[src/rtl/sp_grant_lock_mux.sv]
// Packet-level strict-priority arbiter and mux: the winning source stays locked until its
// last beat is accepted. A watchdog releases the lock if the granted source stalls.
module sp_grant_lock_mux #(
    parameter int NUM      = 4,
    parameter int DW       = 8,
    parameter int LSB_HIGH = 1,
    parameter int TIMEOUT  = 16
) (
    input  logic              clk_i,
    input  logic              rst_i,
    input  logic [NUM-1:0]    s_valid_i,
    input  logic [NUM*DW-1:0] s_data_i,
    input  logic [NUM-1:0]    s_last_i,
    output logic [NUM-1:0]    s_ready_o,
    output logic              m_valid_o,
    output logic [DW-1:0]     m_data_o,
    output logic              m_last_o,
    input  logic              m_ready_i,
    output logic [NUM-1:0]    gnt_o,
    output logic              busy_o,
    output logic              timeout_o
);

    localparam int CW = (TIMEOUT > 0) ? $clog2(TIMEOUT + 1) : 1;

    localparam logic [0:0] IDLE = 1'b0;
    localparam logic [0:0] LOCK = 1'b1;

    logic [0:0]     state;
    logic [NUM-1:0] gnt;
    logic [NUM-1:0] winner;
    logic [CW-1:0]  wd_cnt;
    logic           tmo;
    logic           mux_valid;
    logic           mux_last;
    logic [DW-1:0]  mux_data;
    logic           hs;
    logic           hs_last;
    logic           wd_fire;

    // Iterate from lowest to highest priority so the last hit is the winner.
    always_comb begin
        winner = '0;
        if (LSB_HIGH != 0) begin
            for (int i = NUM - 1; i >= 0; i--) begin
                if (s_valid_i[i]) begin
                    winner    = '0;
                    winner[i] = 1'b1;
                end
            end
        end else begin
            for (int i = 0; i < NUM; i++) begin
                if (s_valid_i[i]) begin
                    winner    = '0;
                    winner[i] = 1'b1;
                end
            end
        end
    end

    always_comb begin
        mux_valid = 1'b0;
        mux_last  = 1'b0;
        mux_data  = '0;
        for (int k = 0; k < NUM; k++) begin
            if (gnt[k]) begin
                mux_valid = s_valid_i[k];
                mux_last  = s_last_i[k];
                mux_data  = s_data_i[k*DW +: DW];
            end
        end
    end

    // gnt is zero outside LOCK, so the mux is silent when idle; reset blocks any beat at once.
    always_comb begin
        m_valid_o = mux_valid & ~rst_i;
        m_data_o  = m_valid_o ? mux_data : '0;
        m_last_o  = m_valid_o & mux_last;
        s_ready_o = rst_i ? '0 : (gnt & {NUM{m_ready_i}});
        hs        = m_valid_o & m_ready_i;
        hs_last   = hs & m_last_o;
        wd_fire   = (TIMEOUT > 0) && (state == LOCK) && !hs && (wd_cnt == CW'(TIMEOUT - 1));
    end

    // wd_cnt holds the stalled cycles already seen; the TIMEOUT-th stalled cycle releases.
    always_ff @(posedge clk_i) begin
        if (rst_i) begin
            state  <= IDLE;
            gnt    <= '0;
            wd_cnt <= '0;
            tmo    <= 1'b0;
        end else begin
            tmo <= 1'b0;
            case (state)
                IDLE: begin
                    wd_cnt <= '0;
                    if (|s_valid_i) begin
                        gnt   <= winner;
                        state <= LOCK;
                    end
                end
                LOCK: begin
                    if (hs_last) begin
                        state  <= IDLE;
                        gnt    <= '0;
                        wd_cnt <= '0;
                    end else if (wd_fire) begin
                        state  <= IDLE;
                        gnt    <= '0;
                        wd_cnt <= '0;
                        tmo    <= 1'b1;
                    end else if (hs) begin
                        wd_cnt <= '0;
                    end else if (TIMEOUT > 0) begin
                        wd_cnt <= wd_cnt + CW'(1);
                    end
                end
                default: begin
                    state  <= IDLE;
                    gnt    <= '0;
                    wd_cnt <= '0;
                end
            endcase
        end
    end

    assign gnt_o     = gnt;
    assign busy_o    = (state == LOCK);
    assign timeout_o = tmo;

endmodule
[config.mk]
export PLATFORM = sky130hd
export DESIGN_NAME = sp_grant_lock_mux
export DESIGN_NICKNAME = d
export VERILOG_FILES = /design/src/rtl/sp_grant_lock_mux.sv
export SDC_FILE = /design/constraint.sdc
export NUM_CORES = 1
export LEC_CHECK = 0
export BUFFER_PORTS_ARGS = -buffer_cell sky130_fd_sc_hd__buf_2
export CAP_MARGIN = 20
export CORE_UTILIZATION = 40
export CTS_CLUSTER_DIAMETER = 120
export DETAILED_ROUTE_END_ITERATION = 6
export MAX_ROUTING_LAYER = met4
export PLACE_DENSITY_LB_ADDON = 0.12
export SLEW_MARGIN = 15
export SYNTH_ARGS = -nofsm -noshare
export SYNTH_HDL_FRONTEND = slang
export SYNTH_SLANG_ARGS = --single-unit
[constraint.sdc]
create_clock -name clk_i -period 1.7 [get_ports clk_i]
set_input_delay 0.17 -clock clk_i [delete_from_list [all_inputs] [get_ports clk_i]]
set_output_delay 0.17 -clock clk_i [all_outputs]
set_load 0.01 [all_outputs]
== Word level (Yosys, flattened, before mapping) ==
Cells that the tools add are included.
Operators by class
  add/sub/neg operators: 1
  eq/ne operators: 3
  multiplexer cells: 31
  bitwise gates (word level): 7
  reduce and logical (&&, ||, !) cells: 6
Operator list (count)
  $mux W8: 5
  $mux W4: 8
  $mux W5: 3
  $mux W1: 12
  $pmux W5 S2: 1
  $pmux W4 S2: 1
  $add A5 B1 Y5 const B: 1
  $eq A5 B4 Y1 const B: 1
  $and A1 B1 Y1: 4
  $and A4 B4 Y4: 1
  $reduce_or A4 Y1: 1
  $ne A3 B1 Y1 const B: 1
  $reduce_or A3 Y1: 1
  $logic_and A1 B1 Y1: 2
  $ne A2 B2 Y1 const B: 1
  $not A1 Y1: 2
  $pmux W1 S2: 1
  $reduce_and A2 Y1: 1
  $logic_not A1 Y1: 1
Word-level totals
  register bits after elaboration: 11
  input port bits: 43
  output and inout bits: 20

== Longest topological paths before layout ==
Gate-level depths: netlist of the first run.
  depth in word-level cells: 12
  gate-level depth with buffers: 6
  mapped depth without buffers: 6

== Worst setup path before layout of the first run ==
OpenSTA, ideal clock, no wires.
  path kind: register -> register
  from: reg gnt[3], in the netlist gnt_o[3]
  to: reg gnt[0], in the netlist gnt_o[0]
  library setup time: 0.130 ns
  arrival: 1.433 ns
  slack: 0.137 ns
  cell stages (with the launch flop): 7
  buffers on the path: 1
  period minus slack after synthesis: 1.563 ns
  cells stage by stage: dfxtp_1 > buf_4 > nor3b_1 > a211oi_2 > and4b_1 > o31ai_1 > a21oi_1
Between the ends
  word-level cells in the longest chain between the ends: 8
  elaborated cells between the ends (all ways): 13
  classes of those cells: eq/ne (1); mux (4); bitwise (4); reduce/logical (4)
RTL lines
  start, declared: RTL line 30  | logic [NUM-1:0] gnt;
  start signal, assigned: RTL line 98  | gnt <= winner;
  $mux W1: RTL line 66  | if (gnt[k]) begin
  $and A1 B1 Y1: RTL line 76  | m_valid_o = mux_valid & ~rst_i;
  $and A1 B1 Y1: RTL line 80  | hs = m_valid_o & m_ready_i;
  $logic_not A1 Y1: RTL line 82  | wd_fire = (TIMEOUT > 0) && (state == LOCK) && !hs && (wd_cnt == CW'(TIMEOUT - 1));
  $logic_and A1 B1 Y1 (2 in series): RTL line 82
  $ne A3 B1 Y1 (no source line)
  $reduce_and A2 Y1 (no source line)
Several ways; a longest one is shown, not always the timed one.
A chain may end at the register's enable or synchronous reset.

== Worst setup path in the final report of the first run ==
  from: reg gnt[0], in the netlist gnt_o[0]
  to: out m_data_o[2]
Between the ends
  word-level cells in the longest chain between the ends: 6
  elaborated cells between the ends (all ways): 10
  classes of those cells: mux (9); bitwise (1)
RTL lines
  $mux W1 (4 in series): RTL line 66
  $and A1 B1 Y1: RTL line 76
  $mux W8 (*): RTL line 77  | m_data_o = m_valid_o ? mux_data : '0;
  end, declared: RTL line 16  | output logic [DW-1:0] m_data_o,
Every way passes the cells marked *; elsewhere a longest branch is shown, timed or not.

==> results of run 1 <==
[per-layer routing]
| metal | track usage | wire [um] |
|---|---|---|
| met5 | - | 0 |
| met4 | 0.103 | 21 |
| met3 | 0.0312 | 158 |
| met2 | 0.406 | 1440 |
| met1 | 0.267 | 1290 |
[logic make-up (layout without fill, tap and decap cells)]
family,count (synthesis),after routing,synth area share
multiplexers,1,1,0.0169
buffers and inverters,12,82,0.0565
flip-flops,11,11,0.249
adder cells (fa/ha/maj),2,2,0.0282
XOR/XNOR,2,2,0.0198
AND/OR/NAND/NOR,56,57,0.357
AO/OA/AOI/OAI,30,30,0.273
[cells in the mapped netlist, types with 2 or more instances]
library cell | n | area (um^2)
nor2_1 | 14 | 52.6
nor2b_1 | 13 | 81.3
a21oi_1 | 12 | 60.1
dfxtp_1 | 11 | 220
nor3_1 | 10 | 50.1
a221oi_1 | 8 | 70.1
clkbuf_1 | 6 | 22.5
a211oi_2 | 4 | 50.1
and2_1 | 4 | 25.0
inv_1 | 4 | 15.0
nand3b_1 | 3 | 22.5
o31ai_1 | 3 | 22.5
and4b_1 | 2 | 20.0
ha_1 | 2 | 25.0
nand2_1 | 2 | 7.51
[final timing paths]
check / start / end / slack, ps / depth (start not counted)
max: gnt_o[0] / m_data_o[2] / -40 / 7
min: s_valid_i[1] / gnt_o[1] / 200 / 3
max reg2reg: gnt_o[1] / busy_o / 10 / 7
min reg2reg: wd_cnt[0] / wd_cnt[0] / 450 / 1
[registers in the layout (all words and copies together), names as in the netlist]
signal     flops
busy_o         1
wd_cnt         5
timeout_o      1
gnt_o          4
[timing repair]
action,4_1_cts,5_1_grt
buffers inserted,1,5
pin swaps,1,20
setup endpoints to repair,10,20
gates cloned,0,1
gates resized for setup,12,23
[where the power goes]
group / internal, W / switching [W] / leakage, nW
Sequential: 0.000261 / 0.0000118 / 0.0926
Clock: 0.0000906 / 0.0000849 / 0.0150
Combinational: 0.000115 / 0.000107 / 0.592
[layout by cell type (no fill, tap or decap), types with 4 or more instances in the layout]
cell type and n:
a21oi_1 12, dfxtp_4 4, and2_1 4, nor2b_1 11
a221oi_2 8, dfxtp_1 7, nor3_1 9, buf_2 62
buf_4 7, buf_6 4, nor2_1 13, inv_1 4
[cell type report]
type,count,area (um^2),area share
multi-input combinational,92,742,0.506
timing repair buffer,74,413,0.282
sequential,11,235,0.161
tap,27,33.8,0.0231
clock buffer,4,26.3,0.0179
inverter,4,15.0,0.0102
[worst reg2reg max path: stages, from the launching register on]
cell,delay (ps)
dfxtp_4,380
nand3b_1,200
a211oi_4,220
buf_6,160
buf_6,120
nand2_4,50
mux2_4,310
a211oi_2,170
[stage by stage]
| stage | instance area [um^2] | hold WS [ps] | utilization |
|---|---|---|---|
| detailed placement | 1240 | 445 | 0.613 |
| floorplan | 886 | 306 | - |
| CTS | 1330 | 176 | 0.655 |
| finish | 1470 | 202 | 0.725 |
| global route | 1470 | 188 | 0.725 |
| global placement | 1240 | 430 | 0.613 |
==> results.md, run 1 <==
* Status: complete, but fails checks
* Failing checks: negative setup slack
* Critical path cell sequence: nor2b_2 > buf_6 > a221oi_2 > nor3_1 > a21oi_1 > nor2_1 > buf_2
* CP arrival at approximately 1600 ps
* Slew margin rel. at 0.671
* Hold-fix buffers, CTS at 0
* Non-filler instance count after layout at 212
* Initial antenna violation count at 0
* Hold Crit Class: primary input to flop
* Max Slew Vio Count at 0
* Ys Warns at 0
* Final HPWL DP at ~2.0 mm
* Fill cells at 163
* Crit path max-delay family: compound AO/OA/AOI/OAI gates
* Worst-Margin Slew at 493 ps
* Final worst setup slack at -36.4 ps
* CP endpoint kind: output port
* EDFF count, synth at 0
* CP startpoint kind: flop
* Total grt overflow at 0
* Boundary pin count at 63
* Setup_tns at -99.8 ps
* Share of layout cells above drive strength 1 at 0.578
* Initial DRC count at 9
* Worst Path Required at 1530 ps
* CTS tree: done
* Synthesized area at ~900 um^2
* Post-synthesis sequential area ratio at 0.249
* Final hold vios at 0
* Yosys reg bits at 11
* Max Cap Violations at 0
* Clock Sinks at 11
* Clk slew on worst S/H paths at 70 ps
* H-tree Lvls at 1
* Total global-route track usage at 0.235
* Max IR drop VDD at 0.000514 V
* Core Region at around 2000 um^2
* DR WL/cell at roughly 14 um
* Synthesized area per cell at 7.77 um^2
* Clock period minus worst slack at 1740 ps
* Yosys cell types at 31
* Root buffer cell: clkbuf_4
* Number of nets in the layout at 231
* DR vias/cell at around 5.3
* Synthesized Nets at roughly 160
* Total number of vias at 1117
* Row count at 16
* Final Cycle Share at 1.02
* Die Y at 49.1 um
* First-pass GRT wire length at 4.41 mm
* DRC at 0
* Pin count of the biggest net entering global routing at 18
* Initial core utilization at 0.438
* Placer Congestion at 0.824
* Post-synthesis cell count at 114
* Primary FF master, synth: dfxtp_1
* Maximum root-to-sink buffer count at 2
* Pwr Total at approximately 0.00067 W
* Critical setup path kind: flop to output port
* CTS buffer count at 3
* Worst-path maximum fanout at 8
* Max stage delay on crit path at around 360 ps
* Clk_lat worst skew at 260 ps
* Die Span X at 49.1 um
* Post-route ant nets at 0
* Slowest stage cell on the critical path: dfxtp_4
* Clk_skew at 4.35 ps
* Final WL at ~2.9 mm
* Vias in the first global route at 1052
* DRT Pass-1 Iters at 4
* Area delta synth->final at 65.4%
* Die area at 2410 um^2
* # placed instances at 201
* Power Density at 458 nW/um^2
* Fraction of registers with async set/reset at 0
* Place WS at -74.9 ps
* Unrepaired setup endpoints after global routing: yes
* ANT cells at 0
* Fmax at between 500 and 600 MHz
* IO Port Bufs at 62
* Final setup vio count at 7
* Leak pwr at 0.700 nW
* Bufs and invs on worst path at 2
Note: power is estimated with default switching activity, not from simulation.
==> inputs of run 2 (changes only) <==
CORE_ASPECT_RATIO = 0.7   (was default)
==> run 2 against run 1 <==
The flow still finishes with violations (negative setup slack). Critical path depth is 2 lower. Clock power is 3% higher. Register-to-register slack better by 20 ps. Combinational power is 13% lower. Via count is 4.1% lower. Global-route usage is 1.3 points lower. Clock skew is 3.1 ps lower. Highest routed layer unchanged.
==> results.md, run 2 (synthesis results as in run 1) <==
* Status: complete, but fails checks
* Failing checks: negative setup slack
* # placed instances at 203 (+1.0%)
* Clk pwr share at 0.279 (+0.017)
* Hold Crit Class: primary input to flop
* Clock period minus worst slack at 1710 ps (-25.5 ps)
* Setup_tns at -15.8 ps (+84.0 ps)
* Final hold vios at 0 (unchanged)
* Unrepaired setup endpoints after global routing: yes
* R2R Setup Slk at 30 ps (+20 ps)
* Met3 Use GR at 0.0648 (+0.0337)
* Post-route ant nets at 0 (unchanged)
* Core Region at 1970 um^2 (-2.7%)
* Clk_lat worst skew at 270 ps (about the same)
* Final Cycle Share at 1.01 (-0.0150)
* Sequential Power Share at 0.423 (+0.016)
* Row count at 13 (-3)
* Clk_skew at 1.28 ps (-3.07 ps)
* CP endpoint kind: output port
* Clock Sinks at 11 (unchanged)
* Switching Share at 0.299 (-0.00438)
* Die Span X at 58.2 um (+19%)
* Die Y at 41.4 um (-16%)
* CP startpoint kind: flop
* CTS tree: done
* Max IR drop VDD at 0.000422 V (-18%)
* Die area at 2410 um^2 (+0.13%)
* Number of nets in the layout at 224 (-3.0%)
* IO Port Bufs at 62 (unchanged)
* Max reg flops at 5 (unchanged)
* ANT cells at 0 (unchanged)
* Area after DPL at 1240 um^2 (-0.30%)
* Initial core utilization at 0.450 (+0.0120)
* Maximum root-to-sink buffer count at 2 (unchanged)
* Boundary pin count at 63 (unchanged)
* Leading cell type in the layout, fill and taps excluded: buf_2
* First-pass GRT wire length at 3.77 mm (-14%)
* Comb power frac at 0.298 (-0.034)
* Slew margin rel. at 0.731 (+0.0604)
* Root buffer cell: clkbuf_4
* Place WS at -22.1 ps (+52.8 ps)
* DR WL/cell at 12.8 um (-6.8%)
* H-tree Lvls at 1 (unchanged)
* DRC at 0 (unchanged)
* Area delta synth->final at 52.8%
* Initial DRC count at 53 (+44)
* Fin area at 1350 um^2 (-7.6%)
* Power Density at 481 nW/um^2 (+5.0%)
* Initial antenna violation count at 0 (unchanged)
* Total grt overflow at 0 (unchanged)
* Share of layout cells above drive strength 1 at 0.522 (-0.0559)
* Fmax at 584 MHz (+1.5%)
* CP arrival at 1540 ps (-30 ps)
* Commonest non-fill, non-tap cells in the layout: 62 x buf_2, 14 x nor2_1, 13 x nor2b_1, 12 x a21oi_1, 8 x nor3_1
* Final setup vio count at 2 (-5)
* Critical setup path kind: flop to output port
* Leak pwr at 0.660 nW (-5.6%)
* M1 GR Usage at 0.289 (+0.0221)
* DRT Pass-1 Iters at 4 (unchanged)
* Clk slew on worst S/H paths at 70 ps (about the same)
* Final HPWL DP at 2.11 mm (+3.8%)
* Total number of vias at 1071 (-4.1%)
* Final worst setup slack at -10.9 ps (+25.5 ps)
* Final WL at 2.66 mm (-8.6%)
* Pin count of the biggest net entering global routing at 18 (unchanged)
* Sw power at 0.000195 W (-4.4%)
* Hold-fix buffers, CTS at 0 (unchanged)
* Slowest stage cell on the critical path: dfxtp_4
* DR vias/cell at 5.15 (-2.3%)
* Critical path cell sequence: nand3b_1 > a211oi_2 > buf_4 > nor2b_1 > buf_2
* Non-filler instance count after layout at 208 (-1.9%)
* CTS buffer count at 3 (unchanged)
* Met2 Use GR at 0.345 (-0.0616)
* Worst-path maximum fanout at 7 (-1)
* Worst Path Required at 1530 ps (about the same)
* Max stage delay on crit path at 370 ps (about the same)
* Placer Congestion at 0.914 (+11%)
* Max Slew Vio Count at 0 (unchanged)
* Worst-Margin Slew at 399 ps (-93.3 ps)
* Max Cap Violations at 0 (unchanged)
* Largest Register: wd_cnt
* Power Internal at 0.000456 W (-2.4%)
* Total global-route track usage at 0.222 (-0.0128)
* Vias in the first global route at 837 (-20%)
* GRT Max-Usage Layer: met2
* Final Util at 0.688 (-0.0368)
==> run 2: changes by cell type in the layout (fill, tap and decap cells not counted), sizes merged <==
| cell | before | now |
|---|---|---|
| nand2b | 2 | 1 |
| clkbuf | 5 | 4 |
| buf | 73 | 68 |
==> run 2: path summary, 6_finish.rpt <==
path	to	from	depth (start not counted)
setup / recovery	m_last_o	gnt_o[1]	5
hold reg to reg	wd_cnt[0]	wd_cnt[0]	1
setup reg to reg	gnt_o[2]	gnt_o[1]	5
hold / removal	gnt_o[0]	s_valid_i[0]	3
==> run 2: layout make-up <==
type / instances / area, um^2
multi-input combinational: 91 / 688
inverter: 4 / 15.0
sequential: 11 / 228
timing repair buffer: 68 / 359
tap: 30 / 37.5
clock buffer: 4 / 26.3
fill: 175 / 614
==> run 2: routing by layer <==
layer	part of all wire	vias to the layer above
met5	0	-
met4	0.0038	0
met3	0.077	3
met2	0.46	43
met1	0.46	482
li1	-	543
==> run 2: metrics by stage <==
step / total power [W] / hold WS (ps)
after CTS: 0.000644 / 166
final: 0.000651 / 174
after floorplan: 0.000368 / 306
after global routing: 0.000689 / 166
after detailed placement: 0.000451 / 441
after global placement: 0.000446 / 438
==> run 2: power by group through the flow <==
stage	sequential (W)	combinational, W	clock, W
3_5_place_dp	0.000282	0.000169	0
6_report	0.000275	0.000194	0.000181
2_1_floorplan	0.000281	0.0000870	0
5_1_grt	0.000277	0.000212	0.000200
4_1_cts	0.000276	0.000182	0.000186
3_3_place_gp	0.000281	0.000165	0
==> run 2: critical path: cells and delay by family, from the launching register on <==
kind / cells / cell delay, ps
flops: 1 / 370
compound gates: 1 / 320
buf+inv: 2 / 310
simple gates: 2 / 270
==> run 2: repair_timing <==
item / CTS / global route
endpoints found under the hold margin: 0 / 0
setup endpoints to repair: 12 / 20
pin swaps: 1 / 5
resized for setup: 10 / 8
buffers inserted: 1 / 0
